<file path="config.mk">
export PLATFORM = sky130hd
export DESIGN_NAME = result_banner_display
export DESIGN_NICKNAME = d
export VERILOG_FILES = /design/src/rtl/result_banner_pkg.sv /design/src/rtl/banner_font_rom.sv /design/src/rtl/result_banner_display.sv
export SDC_FILE = /design/constraint.sdc
export NUM_CORES = 1
export LEC_CHECK = 0
export CAP_MARGIN = 20
export CORE_AREA = 2 2 94 96
export CTS_BUF_LIST = sky130_fd_sc_hd__clkbuf_8
export CTS_CLUSTER_DIAMETER = 100
export DETAILED_ROUTE_END_ITERATION = 7
export DIE_AREA = 0 0 96 98
export GPL_ROUTABILITY_DRIVEN = 0
export HOLD_SLACK_MARGIN = 0.12
export PLACE_DENSITY = 0.75
export SYNTH_ARGS = -nofsm -noshare
export SYNTH_HDL_FRONTEND = slang
export SYNTH_SLANG_ARGS = --single-unit
</file>
<file path="constraint.sdc">
create_clock -name vga_clk -period 2.8 [get_ports vga_clk]
set_input_delay 0.42 -clock vga_clk [delete_from_list [all_inputs] [get_ports vga_clk]]
set_output_delay 0.42 -clock vga_clk [all_outputs]
set_load 0.01 [all_outputs]
</file>
<file path="src/rtl/result_banner_pkg.sv">
// Shared constants for the result banner overlay: colours, modes, FSM states, glyph codes.
// Latency: n/a (package only).
// Backpressure: n/a (package only).
// Contents: RGB565 colours, mode/state encodings, 4-bit character codes,
//           5-character message tables and small lookup helpers.
package result_banner_pkg;

  // RGB565 colours
  localparam logic [15:0] RGB_GREEN  = 16'h07E0;
  localparam logic [15:0] RGB_RED    = 16'hF800;
  localparam logic [15:0] RGB_BLUE   = 16'h001F;
  localparam logic [15:0] RGB_WHITE  = 16'hFFFF;
  localparam logic [15:0] RGB_YELLOW = 16'hFFE0;

  // Result modes; the reserved code behaves like PAUSE everywhere
  localparam logic [1:0] MODE_WIN   = 2'd0;
  localparam logic [1:0] MODE_LOSE  = 2'd1;
  localparam logic [1:0] MODE_PAUSE = 2'd2;
  localparam logic [1:0] MODE_RSVD  = 2'd3;

  typedef enum logic [1:0] {
    ST_IDLE  = 2'd0,
    ST_INTRO = 2'd1,
    ST_SHOW  = 2'd2
  } state_e;

  // Character codes understood by banner_font_rom
  localparam logic [3:0] CH_SP = 4'd0;
  localparam logic [3:0] CH_W  = 4'd1;
  localparam logic [3:0] CH_I  = 4'd2;
  localparam logic [3:0] CH_N  = 4'd3;
  localparam logic [3:0] CH_EX = 4'd4;
  localparam logic [3:0] CH_L  = 4'd5;
  localparam logic [3:0] CH_O  = 4'd6;
  localparam logic [3:0] CH_S  = 4'd7;
  localparam logic [3:0] CH_E  = 4'd8;
  localparam logic [3:0] CH_P  = 4'd9;
  localparam logic [3:0] CH_A  = 4'd10;
  localparam logic [3:0] CH_U  = 4'd11;

  // Messages, leftmost character in the top nibble
  localparam logic [19:0] MSG_WIN   = {CH_SP, CH_W, CH_I, CH_N, CH_EX};
  localparam logic [19:0] MSG_LOSE  = {CH_L, CH_O, CH_S, CH_E, CH_EX};
  localparam logic [19:0] MSG_PAUSE = {CH_P, CH_A, CH_U, CH_S, CH_E};

  function automatic logic [19:0] msg_for(input logic [1:0] m);
    case (m)
      MODE_WIN:  return MSG_WIN;
      MODE_LOSE: return MSG_LOSE;
      default:   return MSG_PAUSE;
    endcase
  endfunction

  function automatic logic [3:0] msg_char(input logic [1:0] m, input logic [2:0] idx);
    logic [19:0] msg;
    msg = msg_for(m);
    case (idx)
      3'd0:    return msg[19:16];
      3'd1:    return msg[15:12];
      3'd2:    return msg[11:8];
      3'd3:    return msg[7:4];
      3'd4:    return msg[3:0];
      default: return CH_SP;
    endcase
  endfunction

  function automatic logic [15:0] fill_colour(input logic [1:0] m);
    case (m)
      MODE_WIN:  return RGB_GREEN;
      MODE_LOSE: return RGB_RED;
      default:   return RGB_BLUE;
    endcase
  endfunction

endpackage

</file>
<file path="src/rtl/banner_font_rom.sv">
// 5x7 glyph row lookup for the banner character set.
// Latency: combinational.
// Backpressure: none.
// Ports: char_code - 4-bit character code; row - glyph row 0..7 (row 7 blank);
//        row_bits - 5-bit row bitmap, MSB is the leftmost column.
module banner_font_rom
  import result_banner_pkg::*;
(
  input  logic [3:0] char_code,
  input  logic [2:0] row,
  output logic [4:0] row_bits
);

  // Whole glyph, row 0 in the top 5 bits
  logic [34:0] glyph;

  always_comb begin
    glyph = '0;
    case (char_code)
      CH_W:  glyph = {5'b10001, 5'b10001, 5'b10001, 5'b10101, 5'b10101, 5'b10101, 5'b01010};
      CH_I:  glyph = {5'b01110, 5'b00100, 5'b00100, 5'b00100, 5'b00100, 5'b00100, 5'b01110};
      CH_N:  glyph = {5'b10001, 5'b11001, 5'b10101, 5'b10011, 5'b10001, 5'b10001, 5'b10001};
      CH_EX: glyph = {5'b00100, 5'b00100, 5'b00100, 5'b00100, 5'b00100, 5'b00000, 5'b00100};
      CH_L:  glyph = {5'b10000, 5'b10000, 5'b10000, 5'b10000, 5'b10000, 5'b10000, 5'b11111};
      CH_O:  glyph = {5'b01110, 5'b10001, 5'b10001, 5'b10001, 5'b10001, 5'b10001, 5'b01110};
      CH_S:  glyph = {5'b01111, 5'b10000, 5'b10000, 5'b01110, 5'b00001, 5'b00001, 5'b11110};
      CH_E:  glyph = {5'b11111, 5'b10000, 5'b10000, 5'b11110, 5'b10000, 5'b10000, 5'b11111};
      CH_P:  glyph = {5'b11110, 5'b10001, 5'b10001, 5'b11110, 5'b10000, 5'b10000, 5'b10000};
      CH_A:  glyph = {5'b01110, 5'b10001, 5'b10001, 5'b11111, 5'b10001, 5'b10001, 5'b10001};
      CH_U:  glyph = {5'b10001, 5'b10001, 5'b10001, 5'b10001, 5'b10001, 5'b10001, 5'b01110};
      default: glyph = '0;
    endcase
  end

  always_comb begin
    row_bits = '0;
    case (row)
      3'd0:    row_bits = glyph[34:30];
      3'd1:    row_bits = glyph[29:25];
      3'd2:    row_bits = glyph[24:20];
      3'd3:    row_bits = glyph[19:15];
      3'd4:    row_bits = glyph[14:10];
      3'd5:    row_bits = glyph[9:5];
      3'd6:    row_bits = glyph[4:0];
      default: row_bits = '0;
    endcase
  end

endmodule

</file>
<file path="src/rtl/result_banner_display.sv">
// Animated result banner overlaid on a background RGB565 pixel stream.
// Latency: 2 vga_clk cycles from pix_x/pix_y/bg_data to pix_data.
// Backpressure: none; the pixel stream advances every cycle.
// Ports: vga_clk/sys_rst_n clock and async active-low reset; pix_x/pix_y/bg_data
//        incoming pixel; show/mode banner request; pix_data composited pixel;
//        banner_active high in INTRO/SHOW; intro_done pulse on INTRO->SHOW.
module result_banner_display
  import result_banner_pkg::*;
#(
  parameter int H_ACTIVE     = 640,
  parameter int V_ACTIVE     = 480,
  parameter int BOX_X        = 240,
  parameter int BOX_Y        = 180,
  parameter int BOX_W        = 160,
  parameter int BOX_H        = 70,
  parameter int BORDER_W     = 2,
  parameter int SCALE_LOG2   = 1,
  parameter int REVEAL_STEP  = 8,
  parameter int BLINK_FRAMES = 30
) (
  input  logic        vga_clk,
  input  logic        sys_rst_n,
  input  logic [9:0]  pix_x,
  input  logic [9:0]  pix_y,
  input  logic [15:0] bg_data,
  input  logic        show,
  input  logic [1:0]  mode,
  output logic [15:0] pix_data,
  output logic        banner_active,
  output logic        intro_done
);

  localparam int SCALE = 1 << SCALE_LOG2;
  // Text block is centred; horizontally 5 cells of 6 columns, vertically the 7 glyph rows
  localparam int TXT_X = BOX_X + (BOX_W - 30 * SCALE) / 2;
  localparam int TXT_Y = BOX_Y + (BOX_H - 7 * SCALE) / 2;
  localparam int RW_W  = $clog2(BOX_W + REVEAL_STEP + 1);
  localparam int BC_W  = (BLINK_FRAMES > 1) ? $clog2(BLINK_FRAMES) : 1;

  localparam logic [9:0] X_END  = 10'(H_ACTIVE - 1);
  localparam logic [9:0] Y_END  = 10'(V_ACTIVE - 1);
  localparam logic [9:0] BOX_X0 = 10'(BOX_X);
  localparam logic [9:0] BOX_X1 = 10'(BOX_X + BOX_W);
  localparam logic [9:0] BOX_Y0 = 10'(BOX_Y);
  localparam logic [9:0] BOX_Y1 = 10'(BOX_Y + BOX_H);
  localparam logic [9:0] TXT_X0 = 10'(TXT_X);
  localparam logic [9:0] TXT_X1 = 10'(TXT_X + 30 * SCALE);
  localparam logic [9:0] TXT_Y0 = 10'(TXT_Y);
  localparam logic [9:0] TXT_Y1 = 10'(TXT_Y + 8 * SCALE);

  // ---------------------------------------------------------------- frame tick
  logic at_end, at_end_q, frame_tick;
  assign at_end     = (pix_x == X_END) && (pix_y == Y_END);
  assign frame_tick = at_end && !at_end_q;

  // ---------------------------------------------------------------- control
  state_e            state;
  logic [RW_W-1:0]   reveal_w;
  logic [RW_W-1:0]   reveal_next;
  logic [BC_W-1:0]   blink_cnt;
  logic              blink_phase;
  logic [1:0]        mode_q;

  assign reveal_next = reveal_w + RW_W'(REVEAL_STEP);

  // All control state moves only at the frame boundary so a frame never tears
  always_ff @(posedge vga_clk or negedge sys_rst_n) begin
    if (!sys_rst_n) begin
      state         <= ST_IDLE;
      reveal_w      <= '0;
      blink_cnt     <= '0;
      blink_phase   <= 1'b0;
      mode_q        <= MODE_WIN;
      banner_active <= 1'b0;
      intro_done    <= 1'b0;
      at_end_q      <= 1'b0;
    end else begin
      at_end_q   <= at_end;
      intro_done <= 1'b0;
      if (frame_tick) begin
        case (state)
          ST_IDLE: begin
            if (show) begin
              mode_q        <= mode;
              reveal_w      <= '0;
              state         <= ST_INTRO;
              banner_active <= 1'b1;
            end
          end
          ST_INTRO: begin
            if (!show) begin
              state         <= ST_IDLE;
              reveal_w      <= '0;
              banner_active <= 1'b0;
            end else if (reveal_next >= RW_W'(BOX_W)) begin
              reveal_w   <= RW_W'(BOX_W);
              state      <= ST_SHOW;
              intro_done <= 1'b1;
              blink_cnt  <= '0;
              blink_phase <= 1'b0;
            end else begin
              reveal_w <= reveal_next;
            end
          end
          ST_SHOW: begin
            if (!show) begin
              state         <= ST_IDLE;
              reveal_w      <= '0;
              blink_cnt     <= '0;
              blink_phase   <= 1'b0;
              banner_active <= 1'b0;
            end else begin
              mode_q <= mode;
              if (blink_cnt == BC_W'(BLINK_FRAMES - 1)) begin
                blink_cnt   <= '0;
                blink_phase <= ~blink_phase;
              end else begin
                blink_cnt <= blink_cnt + 1'b1;
              end
            end
          end
          default: begin
            state         <= ST_IDLE;
            banner_active <= 1'b0;
          end
        endcase
      end
    end
  end

  // ---------------------------------------------------------------- stage 1
  logic [9:0] box_rx, box_ry, txt_rx, txt_ry;
  logic       in_box, revealed, vis, in_border, in_txt;
  logic [4:0] tcol;
  logic [2:0] trow;
  logic [2:0] cidx, gcol;

  assign box_rx = pix_x - BOX_X0;
  assign box_ry = pix_y - BOX_Y0;
  assign txt_rx = pix_x - TXT_X0;
  assign txt_ry = pix_y - TXT_Y0;

  assign in_box   = (pix_x >= BOX_X0) && (pix_x < BOX_X1) &&
                    (pix_y >= BOX_Y0) && (pix_y < BOX_Y1);
  assign revealed = (state == ST_SHOW) || (16'(box_rx) < 16'(reveal_w));
  assign vis      = in_box && revealed && (state != ST_IDLE);

  assign in_border = (box_rx < 10'(BORDER_W)) || (box_rx >= 10'(BOX_W - BORDER_W)) ||
                     (box_ry < 10'(BORDER_W)) || (box_ry >= 10'(BOX_H - BORDER_W));

  assign in_txt = (pix_x >= TXT_X0) && (pix_x < TXT_X1) &&
                  (pix_y >= TXT_Y0) && (pix_y < TXT_Y1);

  // Unscaled text column 0..29 and row 0..7
  assign tcol = 5'(txt_rx >> SCALE_LOG2);
  assign trow = 3'(txt_ry >> SCALE_LOG2);

  // Split the text column into character cell and column within the 6-wide cell
  always_comb begin
    cidx = 3'd0;
    gcol = 3'(tcol);
    if (tcol >= 5'd24) begin
      cidx = 3'd4;
      gcol = 3'(tcol - 5'd24);
    end else if (tcol >= 5'd18) begin
      cidx = 3'd3;
      gcol = 3'(tcol - 5'd18);
    end else if (tcol >= 5'd12) begin
      cidx = 3'd2;
      gcol = 3'(tcol - 5'd12);
    end else if (tcol >= 5'd6) begin
      cidx = 3'd1;
      gcol = 3'(tcol - 5'd6);
    end
  end

  logic        s1_vis, s1_border, s1_in_txt, s1_border_white;
  logic [2:0]  s1_cidx, s1_grow, s1_gcol;
  logic [1:0]  s1_mode;
  logic [15:0] s1_bg;

  // Mode and border colour travel with the pixel so the frame edge lines up exactly
  always_ff @(posedge vga_clk or negedge sys_rst_n) begin
    if (!sys_rst_n) begin
      s1_vis          <= 1'b0;
      s1_border       <= 1'b0;
      s1_in_txt       <= 1'b0;
      s1_border_white <= 1'b0;
      s1_cidx         <= '0;
      s1_grow         <= '0;
      s1_gcol         <= '0;
      s1_mode         <= '0;
      s1_bg           <= '0;
    end else begin
      s1_vis          <= vis;
      s1_border       <= in_border;
      s1_in_txt       <= in_txt;
      s1_border_white <= (state == ST_SHOW) && blink_phase;
      s1_cidx         <= cidx;
      s1_grow         <= trow;
      s1_gcol         <= gcol;
      s1_mode         <= mode_q;
      s1_bg           <= bg_data;
    end
  end

  // ---------------------------------------------------------------- stage 2
  logic [3:0] s2_char;
  logic [4:0] s2_row_bits;
  logic       glyph_bit;

  assign s2_char = msg_char(s1_mode, s1_cidx);

  banner_font_rom u_font (
    .char_code (s2_char),
    .row       (s1_grow),
    .row_bits  (s2_row_bits)
  );

  // Cell column 5 is the inter-character gap
  always_comb begin
    glyph_bit = 1'b0;
    case (s1_gcol)
      3'd0:    glyph_bit = s2_row_bits[4];
      3'd1:    glyph_bit = s2_row_bits[3];
      3'd2:    glyph_bit = s2_row_bits[2];
      3'd3:    glyph_bit = s2_row_bits[1];
      3'd4:    glyph_bit = s2_row_bits[0];
      default: glyph_bit = 1'b0;
    endcase
  end

  always_ff @(posedge vga_clk or negedge sys_rst_n) begin
    if (!sys_rst_n) begin
      pix_data <= '0;
    end else if (!s1_vis) begin
      pix_data <= s1_bg;
    end else if (s1_border) begin
      pix_data <= s1_border_white ? RGB_WHITE : RGB_YELLOW;
    end else if (s1_in_txt && glyph_bit) begin
      pix_data <= RGB_WHITE;
    end else begin
      pix_data <= fill_colour(s1_mode);
    end
  end

endmodule
</file>
==> impl_results.md, run 1 <==
* Vias post-DR at 4011
* # rows at 34
* Initial antenna violation count at 0
* Critical Path Source: s1_cidx[0]$_DFF_PN0_
* WL final at 11110 um
* Clock sink total at 65
* Slew @ Worst Pin at 0.6232 ns
* CTS buffer count at 9
* Avg Cell Area, Syn at 8.922 um2
* First-pass GRT wire length at 17910 um
* Total power at 2.562 mW
* DR iter-0 viols at 208
* Total GRT Usage at 24.12%
* Unrepaired setup endpoints after global routing: yes
* Reg-to-reg endpoint: pix_data[6]$_DFF_PN0_
* Initial Util at 50.69%
* Max transition margin at 58.15%
* Top Layer Used: met4
* # nets final at 667
* Worst R2R Start: s1_cidx[0]$_DFF_PN0_
* Worst setup SP type: flop
* Post-synth ARST share at 100.0%
* Final setup fails at 16
* FF-to-FF setup slack at -0.10 ns
* Synthesis-to-finish area growth at 32.92%
* Most common cell after layout, fill and taps aside: dfrtp_1
* Pleak at 2.583 nW
* CP Max Fanout at 6
* Final hold violation count at 0
* Largest net degree at the start of global routing at 25
* Crit. End Element: flop
* WP data required at 3.00 ns
* Clock Skew at 0.01562 ns
* Register clock-pin slew on the reported worst setup and hold paths at 0.08 ns
* Most frequent cells in the layout: dfrtp_1, clkdlybuf4s50_1, buf_4
* Library cells used by synthesis at 70
* Post-route ant nets at 0
* WL met2 at 5673 um
* CTS Buffer Depth at 2
* Maxcap violations at 0
* Root Driver: clkbuf_8
* Post-Synthesis Cells at 481
* Placed Cells at 674
* Final Critical Period at 2.902 ns
* DIE AREA at 9408 um2
* Vias per Instance at 5.706
* Syn nets at 558
* Core ar. at 8466 um2
* IO Port Bufs at 58
* Yosys warns at 0
* CP max stage delay at 0.46 ns
* Hold path start: mode_q[1]$_DFFE_PN0P_
* Synth Cell Area at 4292 um2
* Critical Path AT at 3.10 ns
* Main synth FF type: dfrtp_1
* # diodes at 0
* WHS Path Cells at 0
* Layout cells sized above 1 at 19.66%
* GR Overflow Total at 0
* Sequential fraction of the synthesis area at 37.90%
* DRC at 0
* Detailed Place HPWL at 8178 um
* Pwr dens at 449.1 nW/um2
* # IOs at 59
* CTS tree: built
* Clk_lat worst skew at 0.34 ns
* H-tree Lvls at 3
* Status: finished with violations
* Fmax at 344.6 MHz
* DRT met1 WL at 4563 um
* Final core occ at 67.38%
* Final Cycle Share at 103.6%
* Die X at 96 um
* Post-synth EDFFs at 0
* Vias in the first global route at 3874
* Failing checks: negative setup slack
* CP Class: flop to flop
* Slew Viols, Final at 0
* Final Instance Count excl. Fillers at 703
* Die height at 98 um
* Peak VDD IR at 310.4 uV
* Met3 wire length at 617 um
* Worst path slowest cell: o41ai_4
* PnR worst setup slack at -0.1017 ns
* Crit path cell chain: and2_4, a21oi_2, nor2_2, nor3_4, ha_2, nor2_1, o31ai_2, a311o_2, a31oi_4, o41ai_4, o21ai_0
* Min-delay worst type: flop to flop
* Yosys reg bits at 65
* Worst Reg2Reg Path Length in Cells at 11
* Drt wl/cell at 15.80 um
* Worst hold endpoint: s1_mode[1]$_DFF_PN0_
* DR pass1 iterations at 5
==> stage by stage <==
step | setup TNS (ns) | area (um2) | setup WS (ns) | hold WS (ns)
detailed placement | -0.7640 | 5254 | -0.1095 | 0.3631
global route | -3.872 | 5704 | -0.2844 | 0.3971
global placement | 0 | 5254 | 0.006484 | 0.3571
floorplan | 0 | 4297 | 0.06147 | 0.1244
CTS | -0.3873 | 5627 | -0.06884 | 0.3801
finish | -1.062 | 5704 | -0.1017 | 0.3798
==> timing repair <==
| action | 4_1_cts | 5_1_grt |
|---|---|---|
| setup endpoints to repair | 14 | 16 |
| hold endpoints to repair | 21 | 0 |
| setup buffers | 6 | 6 |
| hold buffers | 1 | 0 |
| pin swaps | 11 | 18 |
| resized for setup | 25 | 12 |
==> per-layer routing <==
layer	vias to the layer above	GRT usage (%)
li1	1931	-
met1	1902	31.07
met2	154	40.12
met3	24	3.858
met4	0	9.560
met5	-	0
==> synthesized netlist by cell type, drive strengths merged (4+ instances only) <==
| master | n | area, um2 |
|---|---|---|
| o211ai | 5 | 42.54 |
| buf | 8 | 53.80 |
| nor2 | 35 | 131.4 |
| a31oi | 10 | 77.57 |
| or3 | 6 | 37.54 |
| nor3 | 19 | 105.1 |
| nand3b | 4 | 30.03 |
| clkbuf | 10 | 37.54 |
| nor4 | 5 | 52.55 |
| nor3b | 4 | 35.03 |
| xnor2 | 7 | 61.31 |
| o31ai | 8 | 65.06 |
| nand2b | 7 | 43.79 |
| inv | 48 | 180.2 |
| o21ai | 44 | 231.5 |
| nand4 | 5 | 31.28 |
| dfrtp | 65 | 1627 |
| a21oi | 30 | 150.1 |
| a2111oi | 4 | 35.03 |
| xor2 | 4 | 35.03 |
| a211oi | 4 | 30.03 |
| nand2 | 35 | 131.4 |
| nor2b | 4 | 25.02 |
| a21o | 6 | 45.04 |
| nand3 | 22 | 110.1 |
| ha | 36 | 450.4 |
==> worst max-delay path: cells and delay by family, from the launching register on <==
| family | cells | cell delay [ns] |
|---|---|---|
| AOI/OAI and AO/OA | 6 | 1.38 |
| DFF | 1 | 0.39 |
| adders and majority gates | 1 | 0.29 |
| and+or+nand+nor | 4 | 0.70 |
==> registers in the layout, summed over array words and instances (netlist names), 3 cells and up <==
register and cells:
blink_cnt 5, s1_bg 16, s1_cidx 3, reveal_w 5, pix_data 16, s1_gcol 3, s1_grow 3
==> final cells by class <==
type | count | area [um2]
clock buffer | 10 | 137.6
clock inverter | 6 | 115.1
fill | 641 | 2761
inverter | 48 | 180.2
multi-input combinational | 350 | 2486
sequential | 65 | 1629
tap | 108 | 135.1
timing repair buffer | 116 | 1021
==> logic make-up (layout without fill, tap and decap cells) <==
| family | count (synthesis) | count (layout) | synth area share (%) |
|---|---|---|---|
| muxes | 6 | 6 | 1.487 |
| adders and majority gates | 37 | 37 | 10.76 |
| DFF | 65 | 65 | 37.90 |
| xor gates and xnor gates | 11 | 11 | 2.245 |
| AOI/OAI and AO/OA | 136 | 136 | 21.49 |
| buffers and inverters | 66 | 180 | 6.327 |
| and+or+nand+nor | 160 | 160 | 19.80 |
==> where the power goes <==
group	internal, mW	leakage (nW)	total (mW)	switching (mW)
Combinational	0.285	1.68	0.569	0.284
Clock	0.619	0.123	0.983	0.364
Sequential	0.977	0.781	1.01	0.0330
==> worst max path at each step <==
stage,end,depth (start not counted)
after floorplan,pix_data[5]$_DFF_PN0_,13
after global placement,s1_vis$_DFF_PN0_,10
after detailed placement,pix_data[9]$_DFF_PN0_,10
after CTS,pix_data[9]$_DFF_PN0_,13
after global routing,pix_data[9]$_DFF_PN0_,15
final,pix_data[6]$_DFF_PN0_,11
(Power assumes the default switching activity.)
==> run 2, diff against run 1 <==
--- a/config.mk
+++ b/config.mk
@@ -7,9 +7,9 @@
 export LEC_CHECK = 0
 export CAP_MARGIN = 20
-export CORE_AREA = 2 2 94 96
+export CORE_AREA = 2 2 92 94
 export CTS_BUF_LIST = sky130_fd_sc_hd__clkbuf_8
 export CTS_CLUSTER_DIAMETER = 100
 export DETAILED_ROUTE_END_ITERATION = 7
-export DIE_AREA = 0 0 96 98
+export DIE_AREA = 0 0 94 96
 export GPL_ROUTABILITY_DRIVEN = 0
 export HOLD_SLACK_MARGIN = 0.12
@@ -17,3 +17,4 @@
 export SYNTH_ARGS = -nofsm -noshare
 export SYNTH_HDL_FRONTEND = slang
+export SYNTH_HIERARCHICAL = 1
 export SYNTH_SLANG_ARGS = --single-unit
==> constraint.sdc (replaced) <==
create_clock -name vga_clk -period 3 [get_ports vga_clk]
set_input_delay 0.45 -clock vga_clk [delete_from_list [all_inputs] [get_ports vga_clk]]
set_output_delay 0.45 -clock vga_clk [all_outputs]
set_load 0.05 [all_outputs]
==> run 2 against run 1 <==
Effect of this change: the run still ends with negative setup slack left; setup slack worse by 0.12 ns; synthesized cell count is 2.1% lower; synthesized area is 0.12% lower; largest cell class unchanged.
==> impl_results.md, run 2 <==
* WHS Path Cells at 0 (unchanged)
* Layout cells sized above 1 at 20.97% (+1.3 points)
* Setup WS pre-CTS at -0.2374 ns (-0.1279 ns)
* Min-delay worst type: flop to flop
* Final Instance Count excl. Fillers at 682 (-3.0%)
* Synthesis-to-finish area growth at 33.83%
* Pleak at 2.453 nW (-5.1%)
* DRC at 0 (unchanged)
* Initial Util at 53.24% (+2.5 points)
* Clk_lat worst skew at 0.34 ns (about the same)
* Final instance area at 5737 um2 (+0.57%)
* # rows at 33 (-2.9%)
* Area contributors post-synth: dfrtp_1, ha_1, nor2_1, o21ai_0, a21oi_1
* Avg Cell Area, Syn at 9.101 um2 (+2.0%)
* Initial antenna violation count at 0 (unchanged)
* Most frequent cells after synthesis: dfrtp_1, nor2_1, ha_1, inv_1, o21ai_0
* H-tree Lvls at 3 (unchanged)
* Register clock-pin slew on the reported worst setup and hold paths at 0.07 ns (about the same)
* Buffers plus inverters on the worst setup path at 5 (+5)
* Core ar. at 8051 um2 (-4.9%)
* Vias in the first global route at 3720 (-4.0%)
* Largest delay contributor family on the critical path: compound AO/OA/AOI/OAI gates
* CP max stage delay at 0.44 ns (-0.02 ns)
* Min Hold Slack at 0.3824 ns (+0.002617 ns)
* Status: finished with violations
* # IOs at 59 (unchanged)
* DR iter-0 viols at 182 (-13%)
* Total power at 2.257 mW (-12%)
* Yosys warns at 6 (+6)
* FF-to-FF setup slack at -0.22 ns (-0.12 ns)
* Critical Path AT at 3.48 ns (+0.38 ns)
* Most frequent cells in the layout: dfrtp_1, clkdlybuf4s50_1, nor2_1
* Peak VDD IR at 239.3 uV (-23%)
* Regs by FF count: pix_data (16), s1_bg (16)
* Worst R2R Start: s1_cidx[1]$_DFF_PN0_
* Post-synth EDFFs at 0 (unchanged)
* Drt wl/cell at 15.68 um (-0.78%)
* Final Critical Period at 3.222 ns (+0.3208 ns)
* GR Overflow Total at 0 (unchanged)
* Setup TNS Final at -2.814 ns (-1.752 ns)
* Worst path slowest cell: mux4_2
* Final core occ at 71.25% (+3.9 points)
* CTS buffer count at 9 (unchanged)
* Post-synth ARST share at 100.0% (unchanged)
* Detailed Place HPWL at 7579 um (-7.3%)
* PnR worst setup slack at -0.2225 ns (-0.1208 ns)
* Largest net degree at the start of global routing at 48 (+92%)
* Vias per Instance at 5.853 (+2.6%)
* Worst setup SP type: flop
* IO Port Bufs at 58 (unchanged)
* DR pass1 iterations at 5 (unchanged)
* Total GRT Usage at 23.62% (-0.50 points)
* Root Driver: clkbuf_8
* Worst Reg2Reg Path Length in Cells at 15 (+4)
* CTS tree: built
* Slew Viols, Final at 0 (unchanged)
* Reg-to-reg endpoint: pix_data[2]$_DFF_PN0_
* Clock sink total at 65 (unchanged)
* Final setup fails at 16 (unchanged)
* Syn nets at 549 (-1.6%)
* Crit path cell chain: inv_1, buf_4, a311oi_2, inv_2, ha_4, buf_4, inv_2, a21oi_2, mux4_2, or3_4, nand3_2, nand3_2, a21boi_4, nand3_4, o21ai_1
* Unrepaired setup endpoints after global routing: yes
* Die X at 94 um (-2.1%)
* Pwr dens at 393.4 nW/um2 (-12%)
* WL final at 10690 um (-3.7%)
* Crit. End Element: flop
* Sequential fraction of the synthesis area at 37.95% (+0.044 points)
* Top cell type's share of synthesized area at 37.95% (+0.044 points)
* Fmax at 310.3 MHz (-10%)
* Critical Path Source: s1_cidx[1]$_DFF_PN0_
* Maxcap violations at 0 (unchanged)
* Synth Cell Area at 4287 um2 (-0.12%)
* Post-Synthesis Cells at 471 (-2.1%)
* Worst path depth at 15 (+4)
* Die height at 96 um (-2.0%)
* Placed Cells at 650 (-3.6%)
* CTS Buffer Depth at 2 (unchanged)
* Final Cycle Share at 107.4% (+3.8 points)
* Max transition margin at 55.82% (-2.3 points)
* # nets final at 650 (-2.5%)
* Library cells used by synthesis at 71 (+1.4%)
* # diodes at 0 (unchanged)
* Main synth FF type: dfrtp_1
* Worst hold endpoint: s1_mode[0]$_DFF_PN0_
* Post-route ant nets at 0 (unchanged)
* Final hold violation count at 0 (unchanged)
* Hold path start: mode_q[0]$_DFFE_PN0P_
* Yosys reg bits at 65 (unchanged)
* DIE AREA at 9024 um2 (-4.1%)
* Failing checks: negative setup slack
* Vias post-DR at 3992 (-0.47%)
* Most common cell after layout, fill and taps aside: dfrtp_1
* Area post-placement at 5253 um2 (about the same)
* CP Class: flop to flop
* Most frequent cell after synthesis: dfrtp_1
* Biggest area consumer among synthesized cells: dfrtp_1
* Slew @ Worst Pin at 0.6627 ns (+0.03949 ns)
* WP data required at 3.26 ns (+0.26 ns)
* First-pass GRT wire length at 17010 um (-5.0%)
* Clock Skew at 0.01184 ns (-0.003786 ns)
* CP Max Fanout at 5 (-1)
==> run 2: cell types whose count changed in the layout (fill, tap and decap cells not counted), moves of 6 or more <==
cell	delta
nor2_1	+17
inv_1	-15
nand3_1	-14
buf_4	-12
nand2_1	-11
o21ai_0	-6
o21ai_1	-6
==> run 2: worst register-to-register path, cell delays in order, from the launching register on <==
cell	delay, ns
dfrtp_1	0.40
inv_1	0.09
buf_4	0.14
a311oi_2	0.33
inv_2	0.13
ha_4	0.27
buf_4	0.14
inv_2	0.06
a21oi_2	0.05
mux4_2	0.44
or3_4	0.33
nand3_2	0.09
nand3_2	0.10
a21boi_4	0.31
nand3_4	0.15
o21ai_1	0.13
==> run 2: logic make-up after synthesis <==
logic type,count (synthesis),synth area share (%)
AOI/OAI and AO/OA,136,21.19
xor gates and xnor gates,12,2.452
adders and majority gates,37,10.80
buffers and inverters,51,4.787
DFF,65,37.95
muxes,9,2.831
and+or+nand+nor,161,19.99
==> run 2: how the worst max path moves through the flow <==
stage / endpoint / slack (ns)
after floorplan: pix_data[11]$_DFF_PN0_ / -0.08
after global placement: pix_data[13]$_DFF_PN0_ / -0.09
after detailed placement: pix_data[14]$_DFF_PN0_ / -0.24
after CTS: pix_data[14]$_DFF_PN0_ / -0.1
after global routing: pix_data[7]$_DFF_PN0_ / -0.38
final: pix_data[2]$_DFF_PN0_ / -0.22
==> run 2: power breakdown <==
group | switching [mW] | internal [mW]
Sequential | 0.0302 | 0.912
Combinational | 0.303 | 0.284
Clock | 0.345 | 0.383
==> run 2: cell type report <==
type / count / area [um2]
Clock buffer: 9 / 123.9
Sequential cell: 65 / 1629
Clock inverter: 7 / 71.32
Fill cell: 609 / 2315
Tap cell: 105 / 131.4
Timing Repair Buffer: 106 / 979.7
Inverter: 35 / 131.4
Multi-Input combinational cell: 355 / 2670
==> run 2: metal layers <==
metal	GRT usage (%)	up-vias	part of all wire (%)
met4	8.937	0	2.6
met1	29.35	1923	42
li1	-	1906	-
met5	0	-	0
met3	3.759	25	4.8
met2	41.55	138	50
==> run 2: what timing repair did <==
item / in CTS / in global routing
setup endpoints to repair: 16 / 16
hold endpoints to repair: 0 / 4
pin swaps: 10 / 7
buffers inserted: 9 / 6
hold buffers: 0 / 1
gates resized for setup: 12 / 27
